[src/rtl/xglyph_row_writer.sv]
// Register-window character queue that streams glyph rows to video memory,
// one ROM-looked-up pixel row per valid/ready beat.
module xglyph_row_writer #(
   parameter  int ADDR_W     = 5,
   parameter  int CODE_W     = 5,
   parameter  int ROW_W      = 16,
   parameter  int ROWS       = 5,
   parameter  int FIFO_DEPTH = 4,
   localparam int ROW_BITS   = (ROWS > 1) ? $clog2(ROWS) : 1
) (
   input  logic                clk,
   input  logic                rst,
   input  logic                sel,
   input  logic [1:0]          reg_addr,
   input  logic [7:0]          data_in,
   output logic                fifo_full,
   output logic                busy,
   output logic                ovf,
   output logic [CODE_W-1:0]   rom_code,
   output logic [ROW_BITS-1:0] rom_row,
   input  logic [ROW_W-1:0]    rom_bits,
   output logic                wr_valid,
   input  logic                wr_ready,
   output logic [ADDR_W-1:0]   wr_addr,
   output logic [ROW_BITS-1:0] wr_row,
   output logic [ROW_W-1:0]    wr_data
);

   localparam int PTR_W = $clog2(FIFO_DEPTH);
   localparam int ENT_W = ADDR_W + CODE_W;

   typedef enum logic [1:0] {
      S_IDLE  = 2'd0,
      S_FETCH = 2'd1,
      S_SEND  = 2'd2
   } state_t;

   state_t              r_state;
   state_t              w_state_nxt;
   logic [ENT_W-1:0]    r_fifo [FIFO_DEPTH];
   logic [PTR_W-1:0]    r_wptr;
   logic [PTR_W-1:0]    r_rptr;
   logic [PTR_W:0]      r_count;
   logic [ADDR_W-1:0]   r_cursor;
   logic                r_autoinc;
   logic                r_ovf;
   logic [ADDR_W-1:0]   r_cur_addr;
   logic [CODE_W-1:0]   r_cur_code;
   logic [ROW_BITS-1:0] r_row;
   logic                r_wr_valid;
   logic [ADDR_W-1:0]   r_wr_addr;
   logic [ROW_BITS-1:0] r_wr_row;
   logic [ROW_W-1:0]    r_wr_data;

   logic                w_full;
   logic                w_empty;
   logic                w_wr_cursor;
   logic                w_wr_push;
   logic                w_wr_ctrl;
   logic                w_push;
   logic                w_drop;
   logic                w_pop;
   logic                w_fetch;
   logic                w_accept;
   logic                w_last;
   logic [ENT_W-1:0]    w_head;
   logic                w_unused_ok;

   // Full uses start-of-cycle occupancy, so a same-edge pop never rescues a push.
   assign w_full      = (r_count == (PTR_W+1)'(FIFO_DEPTH));
   assign w_empty     = (r_count == (PTR_W+1)'(0));
   assign w_wr_cursor = sel && (reg_addr == 2'd0);
   assign w_wr_push   = sel && (reg_addr == 2'd1);
   assign w_wr_ctrl   = sel && (reg_addr == 2'd2);
   assign w_push      = w_wr_push && !w_full;
   assign w_drop      = w_wr_push && w_full;
   assign w_last      = (r_row == ROW_BITS'(ROWS - 1));
   assign w_head      = r_fifo[r_rptr];
   assign w_unused_ok = &{1'b0, data_in};

   // FSM state register
   always_ff @(posedge clk or negedge rst) begin
      if (!rst) begin
         r_state <= S_IDLE;
      end else begin
         r_state <= w_state_nxt;
      end
   end

   // FSM next state and datapath strobes
   always_comb begin
      w_state_nxt = r_state;
      w_pop       = 1'b0;
      w_fetch     = 1'b0;
      w_accept    = 1'b0;
      case (r_state)
         S_IDLE: begin
            if (!w_empty) begin
               w_pop       = 1'b1;
               w_state_nxt = S_FETCH;
            end else begin
               w_state_nxt = S_IDLE;
            end
         end
         S_FETCH: begin
            w_fetch     = 1'b1;
            w_state_nxt = S_SEND;
         end
         S_SEND: begin
            if (wr_ready) begin
               w_accept    = 1'b1;
               w_state_nxt = w_last ? S_IDLE : S_FETCH;
            end else begin
               w_state_nxt = S_SEND;
            end
         end
         default: begin
            w_state_nxt = S_IDLE;
         end
      endcase
   end

   // Command FIFO storage
   always_ff @(posedge clk) begin
      if (w_push) begin
         r_fifo[r_wptr] <= {r_cursor, data_in[CODE_W-1:0]};
      end
   end

   // Command FIFO pointers and occupancy
   always_ff @(posedge clk or negedge rst) begin
      if (!rst) begin
         r_wptr  <= {PTR_W{1'b0}};
         r_rptr  <= {PTR_W{1'b0}};
         r_count <= {(PTR_W+1){1'b0}};
      end else begin
         if (w_push) begin
            r_wptr <= r_wptr + PTR_W'(1);
         end
         if (w_pop) begin
            r_rptr <= r_rptr + PTR_W'(1);
         end
         case ({w_push, w_pop})
            2'b10:   r_count <= r_count + (PTR_W+1)'(1);
            2'b01:   r_count <= r_count - (PTR_W+1)'(1);
            default: r_count <= r_count;
         endcase
      end
   end

   // Register window: cursor, auto-increment and sticky overflow
   always_ff @(posedge clk or negedge rst) begin
      if (!rst) begin
         r_cursor  <= {ADDR_W{1'b0}};
         r_autoinc <= 1'b0;
         r_ovf     <= 1'b0;
      end else begin
         if (w_wr_cursor) begin
            r_cursor <= data_in[ADDR_W-1:0];
         end else if (w_push && r_autoinc) begin
            r_cursor <= r_cursor + ADDR_W'(1);
         end
         if (w_wr_ctrl) begin
            r_autoinc <= data_in[0];
         end
         if (w_drop) begin
            r_ovf <= 1'b1;
         end else if (w_wr_ctrl && data_in[1]) begin
            r_ovf <= 1'b0;
         end
      end
   end

   // Current character, row counter and registered write beat
   always_ff @(posedge clk or negedge rst) begin
      if (!rst) begin
         r_cur_addr <= {ADDR_W{1'b0}};
         r_cur_code <= {CODE_W{1'b0}};
         r_row      <= {ROW_BITS{1'b0}};
         r_wr_valid <= 1'b0;
         r_wr_addr  <= {ADDR_W{1'b0}};
         r_wr_row   <= {ROW_BITS{1'b0}};
         r_wr_data  <= {ROW_W{1'b0}};
      end else begin
         if (w_pop) begin
            r_cur_addr <= w_head[ENT_W-1:CODE_W];
            r_cur_code <= w_head[CODE_W-1:0];
            r_row      <= {ROW_BITS{1'b0}};
         end else if (w_accept && !w_last) begin
            r_row <= r_row + ROW_BITS'(1);
         end
         if (w_fetch) begin
            r_wr_valid <= 1'b1;
            r_wr_addr  <= r_cur_addr;
            r_wr_row   <= r_row;
            r_wr_data  <= rom_bits;
         end else if (w_accept) begin
            r_wr_valid <= 1'b0;
         end
      end
   end

   // ROM selects come straight from the current-character registers, which only move on pop/advance.
   assign rom_code  = r_cur_code;
   assign rom_row   = r_row;
   assign fifo_full = w_full;
   assign busy      = (r_state != S_IDLE) || !w_empty;
   assign ovf       = r_ovf;
   assign wr_valid  = r_wr_valid;
   assign wr_addr   = r_wr_addr;
   assign wr_row    = r_wr_row;
   assign wr_data   = r_wr_data;

endmodule
[config.mk]
export PLATFORM = sky130hd
export DESIGN_NAME = xglyph_row_writer
export DESIGN_NICKNAME = d
export VERILOG_FILES = /design/src/rtl/xglyph_row_writer.sv
export SDC_FILE = /design/constraint.sdc
export NUM_CORES = 1
export LEC_CHECK = 0
export CORE_ASPECT_RATIO = 0.5
export CORE_MARGIN = 3
export CORE_UTILIZATION = 53
export DETAILED_ROUTE_END_ITERATION = 8
export PLACE_DENSITY = 0.92
export SLEW_MARGIN = 25
export SYNTH_ARGS = -nofsm -noshare
export SYNTH_HDL_FRONTEND = slang
export SYNTH_SLANG_ARGS = --single-unit
[constraint.sdc]
create_clock -name clk -period 2.9 [get_ports clk]
set_clock_uncertainty 0.1 [all_clocks]
set_input_delay 0.87 -clock clk [delete_from_list [all_inputs] [get_ports clk]]
set_output_delay 0.87 -clock clk [all_outputs]
set_load 0.03 [all_outputs]
==> flow_summary.yaml, run 1 <==
run_status:
  status: "finished clean"
sta:
  setup_viol: 0
  finalSetupTns_ns: 0
  slew_headroom_pct: 49.6
  fmax_ghz: 0.364
  tightestPinTransition_ns: 0.756
  period_minus_slack_ns: 2.75
  finalMaxSlewViolations: 0
  rsz0062_at_grt: "false"
  post-route-period-util_pct: 94.8
  hold_viol: 0
cells_and_area:
  antenna_cells: 0
  layout.nets: 358
  regArea_um2: 2550
  fillCellCount: 418
  area_growth_pct: 28.0
  multiInputGateArea_um2: 1270
  layoutNonFillerInstCount: 416
  post-route-util_pct: 72.7
  layout-drive-gt1-share_pct: 25.6
placement:
  dp.cells: 400
  io_buffers: 62
  hpwl_um: 4920
  gp_congestion: 0.745
global_route:
  antenna_found_initial: 0
  grt_pass1_vias: 2362
  grt_util_all_layers_pct: 18.8
  grt_pass1_wl_um: 11900
  grt_max_degree: 31
  gr-total-overflow: 0
clocking:
  clock_tree.root_cell: "clkbuf_16"
  clockBufferDepth: 2
  cts.clk_slew.worst_paths_ns: 0.06
  cts_hold_buf: 0
  h-tree-depth: 3
  cts_buffers: 9
  cts_sinks: 94
  clock_latency_ns: 0.34
  cts_setup_buffers: 0
  cts_tree: "done"
  postCtsResizedCells: 0
die:
  die_w_um: 128
  rows: 21
  coreArea_um2: 6940
  die_y_um: 67.0
  num_io_pins: 66
  die-area_um2: 8570
  start_util_pct: 56.8
routing:
  avgRoutedWirePerCell_um: 17.5
  drt_iter0_markers: 148
  firstDrtPassIters: 4
  remaining_drc_errors: 0
  ant_nets: 0
  wl_um: 7290
  via_count: 2263
  drt-vias-per-instance: 5.44
yosys:
  syn_avg_cell_area_um2: 16.2
  ys_seq_elements: 94
  syn_inst: 243
  yosysUniqueCellTypes: 43
  muxShareOfSynthArea_pct: 16.9
  synth_compound_area_share_pct: 3.43
  synth-warning-count: 0
  synth.largest_area_cell: "dfrtp_1"
  synthTopCellsByArea: "dfrtp_1, edfxtp_1, mux2_2"
  yosys.area_share.xor_xnor_pct: 1.33
  yosysSeqAreaShare_pct: 64.7
  syn_nets: 282
  synth_top_family_by_area: "multiplexers"
  synth_area_um2: 3940
  synth-simple-area-share_pct: 7.52
  synth_top_area_share_pct: 34.3
  synth-adder-area-share_pct: 3.05
worst_setup_path:
  setup.worst_path.end_class: "output port"
  critPathLaunchType: "flip-flop"
  arrival_ns: 1.78
  worstPathRequired_ns: 1.93
  worstSetupPathType: "flip-flop to output port"
  path_max_fanout: 5
power:
  pwr-share-comb_pct: 40.2
  switching_share_pct: 34.5
  p_clk_share_pct: 21.1
  cellPowerDensity_nw_per_um2: 1090
  leakage_nw: 1.97
  power_frac_seq_pct: 38.7
  finalPower_mw: 5.49
  switching_power_mw: 1.90
  vdd_drop_max_v: 0.000426
  p_int_mw: 3.59
run:
  cap_violations: 0
min_path:
  hold_path.class: "flip-flop to flip-flop"
[cell usage in the layout, fill, tap and decap left out, types with 2 or more instances in the layout]
cell type,instances
o21ai_0,7
nand3b_1,3
dfrtp_1,54
clkinv_4,2
nand3_1,7
edfxtp_1,40
xnor2_1,4
ha_1,8
mux2_4,7
and2_1,5
o31ai_1,2
clkinvlp_4,2
or4_1,3
nand2_1,5
inv_1,11
a31oi_1,5
mux4_2,10
a21oi_1,4
clkdlybuf4s50_1,61
mux2_2,30
nor3b_1,2
buf_12,4
nor2_1,7
buf_4,8
clkbuf_16,9
xor2_1,2
[cells in the mapped netlist, drive strengths merged]
cell and count:
nand3 7, dfrtp 54, nand3b 3, o31ai 2
nand2 6, and4bb 1, or3 2, inv 12
nor2b 1, nor3 2, or3b 1, o21ai 7
nor2 7, buf 7, mux2 37, xnor2 4
fa 1, o211a 1, mux4 10, nand4b 2
edfxtp 40, and3b 1, a21o 1, nor3b 3
a21oi 4, o211ai 1, a211o 1, ha 8
and2 5, xor2 2, a31oi 5, clkbuf 2
or4 3
[sequential cells by signal, indices dropped and copies added, names as in the netlist]
name and flops:
wr_addr 5, r_fifo 40, wr_row 3, rom_row 3, r_autoinc 1, r_cursor 5
wr_valid 1, wr_data 16, r_rptr 2, r_state 2, ovf 1, r_wptr 2
r_count 3, rom_code 5, r_cur_addr 5
[routing by layer]
| metal | vias up | share of wire (%) | GRT usage [%] |
|---|---|---|---|
| met2 | 79 | 48 | 31.1 |
| met4 | 0 | 1.5 | 5.29 |
| met5 | - | 0 | 0 |
| met3 | 14 | 6.6 | 7.13 |
| met1 | 1116 | 44 | 23.4 |
| li1 | 1054 | - | - |
[final timing paths]
path                                         startpoint                 endpoint  slack (ns)  cells after the start
worst min-delay path            wr_data[15]$_DFFE_PN0P_  wr_data[15]$_DFFE_PN0P_        0.40                      1
worst max register to register     r_state[1]$_DFF_PN0_   r_count[2]$_DFFE_PN0P_        0.51                     10
worst max-delay path             r_count[1]$_DFFE_PN0P_                fifo_full        0.15                      2
max in group asynchronous                           rst  rom_code[4]$_DFFE_PN0P_        1.65                      2
min in group asynchronous                           rst   wr_data[5]$_DFFE_PN0P_        0.46                      1
worst min register to register  wr_data[15]$_DFFE_PN0P_  wr_data[15]$_DFFE_PN0P_        0.40                      1
[through the flow]
stage | setup slack (ns) | cell area [µm²] | hold WS [ns]
floorplan | 0.525 | 3940 | 0.375
global placement | 0.229 | 4750 | 0.389
detailed placement | 0.147 | 4750 | 0.396
CTS | 0.117 | 5050 | 0.410
global route | 0.0558 | 5050 | 0.423
finish | 0.149 | 5050 | 0.404
[power groups by stage]
| stage | Combinational [mW] | Clock (mW) | Sequential [mW] |
|---|---|---|---|
| after floorplan | 1.14 | 0 | 2.44 |
| after global placement | 2.13 | 0 | 2.10 |
| after detailed placement | 2.22 | 0 | 2.15 |
| after CTS | 2.24 | 1.19 | 2.13 |
| after global routing | 2.37 | 1.24 | 2.19 |
| final | 2.21 | 1.16 | 2.12 |
[worst max-delay path, cell delays in order (launching register included)]
cell and delay, ns:
dfrtp_1 0.43, nor3b_2 0.29, clkdlybuf4s50_1 0.72
[cell families after synthesis]
group	after synthesis
AO/OA/AOI/OAI	22
XOR/XNOR	6
adder cells (fa/ha/maj)	9
buffers and inverters	21
flip-flops	94
multiplexers	47
AND/OR/NAND/NOR	44
[final cells by class]
| type | count | area share, % |
|---|---|---|
| clock inverter | 6 | 1.41 |
| inverter | 12 | 0.942 |
| sequential | 94 | 50.6 |
| multi-input combinational | 128 | 25.3 |
| clock buffer | 10 | 4.54 |
| timing repair buffer | 74 | 15.0 |
| tap | 92 | 2.28 |
Power figures use the tool's default switching activity.
==> inputs of run 2 (changes only) <==
- ABC_AREA: default -> 1
- CORE_UTILIZATION: 53 -> 49
- PLACE_DENSITY: 0.92 -> 0.86
==> flow_summary.yaml, run 2 <==
die:
  die-area_um2: 9550
  die_y_um: 70.6
  start_util_pct: 53.1
  die_w_um: 135
  coreArea_um2: 7710
  rows: 22
  num_io_pins: 66
power:
  p_clk_share_pct: 21.1
  cellPowerDensity_nw_per_um2: 1120
  pwr-share-comb_pct: 42.2
  switching_power_mw: 2.25
  leakage_nw: 2.31
  power_frac_seq_pct: 36.7
  p_int_mw: 3.46
  vdd_drop_max_v: 0.000559
  switching_share_pct: 39.4
clocking:
  clock_tree.root_cell: "clkbuf_16"
  cts.clk_slew.worst_paths_ns: 0.06
  cts_sinks: 94
  cts_tree: "done"
  h-tree-depth: 3
  clockBufferDepth: 2
  cts_setup_buffers: 0
  cts_buffers: 9
  clock_latency_ns: 0.34
yosys:
  synthFlopType: "dfrtp_1"
  syn_nets: 438
  synth_common_cells: "nand2_1, dfrtp_1, nor2_1, inv_1, edfxtp_1"
  ys_seq_elements: 94
  async_reset_ff_share_pct: 57.4
  syn_inst: 399
  synth-edff-count: 40
  synth.most_common_cell: "nand2_1"
  yosysUniqueCellTypes: 26
  synthTopCellsByArea: "dfrtp_1, edfxtp_1, nand2_1"
  synth_area_um2: 4090
  synth.largest_area_cell: "dfrtp_1"
  synth-warning-count: 0
  synth_top_area_share_pct: 33.0
  yosysSeqAreaShare_pct: 62.4
  syn_avg_cell_area_um2: 10.3
cells_and_area:
  largest_register_ffs: 40
  antenna_cells: 0
  layout-drive-gt1-share_pct: 12.1
  final_cell_mix: "nand2_1, clkdlybuf4s50_1, dfrtp_1, nor2_1, inv_1"
  post-route-util_pct: 66.1
  area_growth_pct: 24.5
  layout.nets: 505
  top_register: "r_fifo"
  fillCellCount: 584
  final_common_cell: "nand2_1"
routing:
  wl_um: 8100
  firstDrtPassIters: 4
  avgRoutedWirePerCell_um: 14.0
  via_count: 2903
  ant_nets: 0
  drt_iter0_markers: 178
  remaining_drc_errors: 0
  drt-vias-per-instance: 5.01
min_path:
  hold_path.class: "flip-flop to flip-flop"
sta:
  slew_headroom_pct: 54.5
  rsz0062_at_grt: "false"
  setup_viol: 0
  period_minus_slack_ns: 2.64
  tightestPinTransition_ns: 0.682
  fmax_ghz: 0.379
  finalSetupTns_ns: 0
  post-route-period-util_pct: 90.9
  hold_viol: 0
  finalMaxSlewViolations: 0
global_route:
  grt_max_degree: 55
  antenna_found_initial: 0
  grt_util_all_layers_pct: 18.2
  grt_pass1_vias: 2898
  grt_pass1_wl_um: 13700
  gr-total-overflow: 0
placement:
  io_buffers: 62
  hpwl_um: 5520
  gp_congestion: 0.823
worst_setup_path:
  critPathLaunchType: "flip-flop"
  worstSetupPathType: "flip-flop to output port"
  setup.worst_path.end_class: "output port"
  arrival_ns: 1.67
  worstPathRequired_ns: 1.93
  path_max_fanout: 4
run:
  cap_violations: 0
run_status:
  status: "finished clean"
run 2: cell types whose count changed after synthesis, sizes merged, moves of 6 or more:
cell   previous run  this run
o21ai             7        54
inv              12        47
mux2             37         1
mux4             10         0
buf               7        13
nand3             7        18
nor2              7        49
nand2             6       100
run 2: layer usage:
metal / vias up / global-route usage (%) / part of all wire [%]
li1: 1404 / - / -
met1: 1379 / 23.1 / 45
met2: 104 / 29.4 / 46
met3: 16 / 6.75 / 7.6
met4: 0 / 6.26 / 1.7
met5: - / 0 / 0
run 2: final timing paths:
check	start	to	slack, ns	cells past startpoint
min in group asynchronous	rst	ovf$_DFFE_PN0P_	0.54	2
worst max-delay path	r_state[1]$_DFF_PN0_	busy	0.26	3
worst max register to register	r_state[1]$_DFF_PN0_	r_count[2]$_DFFE_PN0P_	0.69	10
worst min register to register	wr_data[11]$_DFFE_PN0P_	wr_data[11]$_DFFE_PN0P_	0.38	2
max in group asynchronous	rst	wr_data[7]$_DFFE_PN0P_	1.69	2
worst min-delay path	wr_data[11]$_DFFE_PN0P_	wr_data[11]$_DFFE_PN0P_	0.38	2
run 2: logic make-up after synthesis:
logic type,after synthesis,share of synthesized area [%]
fa+ha+maj,9,2.93
buf+inv,62,7.28
simple gates,173,17.2
xor+xnor,5,1.07
flops,94,62.4
mux,1,0.275
compound gates,55,8.93
run 2: layout make-up:
type	instances	area [µm²]	area share, %
Sequential cell	94	2550	50.1
Multi-Input combinational cell	243	1240	24.4
Inverter	47	176	3.46
Clock inverter	6	76.3	1.50
Clock buffer	10	229	4.49
Timing Repair Buffer	71	686	13.5
Tap cell	108	135	2.65
run 2: timing repair:
action | 4_1_cts | 5_1_grt
hold buffers | 0 | 0
endpoints found under the hold margin | 0 | 0
endpoints found under the setup margin | 0 | 1
gates resized for setup | 0 | 1
run 2: critical path, cell delays in order (launching register included):
cell,delay [ns]
dfrtp_1,0.41
nor2_1,0.20
nand4_1,0.11
clkdlybuf4s50_1,0.61
run 2: power groups by stage:
stage	registers (mW)	logic (mW)	clock network [mW]
2_1_floorplan	2.46	1.32	0
5_1_grt	2.14	2.68	1.28
3_3_place_gp	2.08	2.31	0
3_5_place_dp	2.11	2.40	0
4_1_cts	2.09	2.43	1.22
6_report	2.10	2.41	1.21
run 2: per-stage QoR:
step           setup WS, ns  total power, mW  hold WS [ns]  instances  area (µm²)
6_report              0.263             5.71         0.378        579        5100
5_1_grt               0.130             6.10         0.398        579        5100
4_1_cts              0.0503             5.74         0.382        579        5090
3_5_place_dp         0.0869             4.51         0.366        563        4790
3_3_place_gp          0.187             4.39         0.361        563        4790
2_1_floorplan         0.664             3.78         0.349        399        4090
==> inputs of run 3 (changes only) <==
- CAP_MARGIN: default -> 20
- CORE_MARGIN: 3 -> 2
==> flow_summary.yaml, run 3 (synthesis gave the netlist of run 2 again) <==
worst_setup_path:
  crit_buf_inv: 1
  critPathLaunchType: "flip-flop"
  path_delay_family: "buffers and inverters"
  worstSetupPathType: "flip-flop to output port"
  arrival_ns: 1.74
  worstPathRequired_ns: 1.93
  slowest_delay_ns: 0.62
  path_max_fanout: 4
  setup.worst_path.end_class: "output port"
  slowest_stage: "clkdlybuf4s50_1"
  path_cells: "nor2_1, nand4_1, clkdlybuf4s50_1"
clocking:
  clock_tree.root_cell: "clkbuf_16"
  cts_sinks: 94
  cts_buffers: 9
  clockBufferDepth: 2
  clock_latency_ns: 0.34
  cts_setup_buffers: 0
  postCtsResizedCells: 0
  cts.clk_slew.worst_paths_ns: 0.06
  cts_tree: "done"
  cts_hold_buf: 0
  h-tree-depth: 3
sta:
  hold_viol: 0
  setup_viol: 0
  period_minus_slack_ns: 2.71
  finalMaxSlewViolations: 0
  finalSetupTns_ns: 0
  tightestPinTransition_ns: 0.694
  rsz0062_at_grt: "false"
  slew_headroom_pct: 53.7
  post-route-period-util_pct: 93.4
  fmax_ghz: 0.369
run_status:
  status: "finished clean"
cells_and_area:
  final_common_cell: "nand2_1"
  post-route-util_pct: 62.9
  top_register: "r_fifo"
  layout-drive-gt1-share_pct: 12.5
  antenna_cells: 0
  layout.nets: 506
  area_growth_pct: 23.8
  layoutNonFillerInstCount: 584
  largest_register_ffs: 40
  final_cell_mix: "nand2_1, clkdlybuf4s50_1, dfrtp_1, nor2_1, inv_1"
routing:
  drt-vias-per-instance: 4.79
  avgRoutedWirePerCell_um: 13.3
  via_count: 2800
  drt_iter0_markers: 117
  remaining_drc_errors: 0
  firstDrtPassIters: 4
  ant_nets: 0
  wl_um: 7750
placement:
  hpwl_um: 5250
  dp.cells: 568
  io_buffers: 62
  gp_congestion: 0.805
global_route:
  grt_pass1_wl_um: 13000
  grt_util_all_layers_pct: 18.7
  grt_pass1_vias: 2771
  antenna_found_initial: 0
  gr-total-overflow: 0
  grt_max_degree: 35
die:
  num_io_pins: 66
  die_y_um: 68.6
  die_w_um: 133
  coreArea_um2: 8060
  rows: 23
  die-area_um2: 9140
  start_util_pct: 50.8
run:
  cap_violations: 0
min_path:
  hold_path.class: "flip-flop to flip-flop"
power:
  vdd_drop_max_v: 0.000517
  cellPowerDensity_nw_per_um2: 1090
  finalPower_mw: 5.52
  leakage_nw: 2.29
==> run 3: changes by cell type in the layout (fill, tap and decap cells not counted) <==
cell	delta
clkinvlp_2	+1
inv_6	+2
buf_4	+1
clkbuf_1	-1
bufinv_16	-2
==> run 3: where the power goes <==
part / switching [mW] / total (mW) / leakage (nW) / internal, mW
combinational: 1.49 / 2.38 / 1.13 / 0.899
sequential: 0.277 / 2.09 / 1.04 / 1.81
clock: 0.471 / 1.04 / 0.129 / 0.574
==> run 3: final timing paths <==
kind,from,cells past startpoint,slack (ns),to
max in group asynchronous,rst,2,1.57,wr_data[7]$_DFFE_PN0P_
max reg2reg,r_state[1]$_DFF_PN0_,10,0.58,r_count[2]$_DFFE_PN0P_
min reg2reg,r_cur_addr[1]$_DFFE_PN0P_,2,0.38,r_cur_addr[1]$_DFFE_PN0P_
min,r_cur_addr[1]$_DFFE_PN0P_,2,0.38,r_cur_addr[1]$_DFFE_PN0P_
max,r_state[1]$_DFF_PN0_,3,0.19,busy
min in group asynchronous,rst,1,0.47,ovf$_DFFE_PN0P_
==> run 3: per-layer routing <==
metal | wire length (µm) | global-route usage (%) | vias up
met5 | 0 | 0 | -
met2 | 3560 | 30.4 | 108
met4 | 100 | 8.51 | 0
li1 | - | - | 1414
met1 | 3520 | 22.9 | 1266
met3 | 573 | 7.09 | 12
==> run 3: cell type report <==
cell class | instances | area [µm²]
Inverter | 47 | 176
Fill cell | 622 | 2990
Clock buffer | 9 | 225
Sequential cell | 94 | 2550
Multi-Input combinational cell | 243 | 1240
Tap cell | 112 | 140
Timing Repair Buffer | 72 | 693
Clock inverter | 7 | 38.8
==> run 3: metrics by stage <==
step	hold slack (ns)	cell area, µm²	setup WS [ns]
after detailed placement	0.365	4800	0.127
after floorplan	0.349	4090	0.664
after CTS	0.383	5070	0.0137
final	0.376	5070	0.191
after global placement	0.361	4800	0.206
after global routing	0.408	5070	0.120
==> run 3: worst register-to-register path, stage by stage (launching register included) <==
cell,delay [ns]
dfrtp_1,0.40
nor2_1,0.24
nand2_2,0.25
inv_1,0.17
ha_1,0.17
inv_1,0.07
fa_1,0.39
nor2_1,0.13
nor2_1,0.05
nand2_1,0.09
xor2_1,0.18
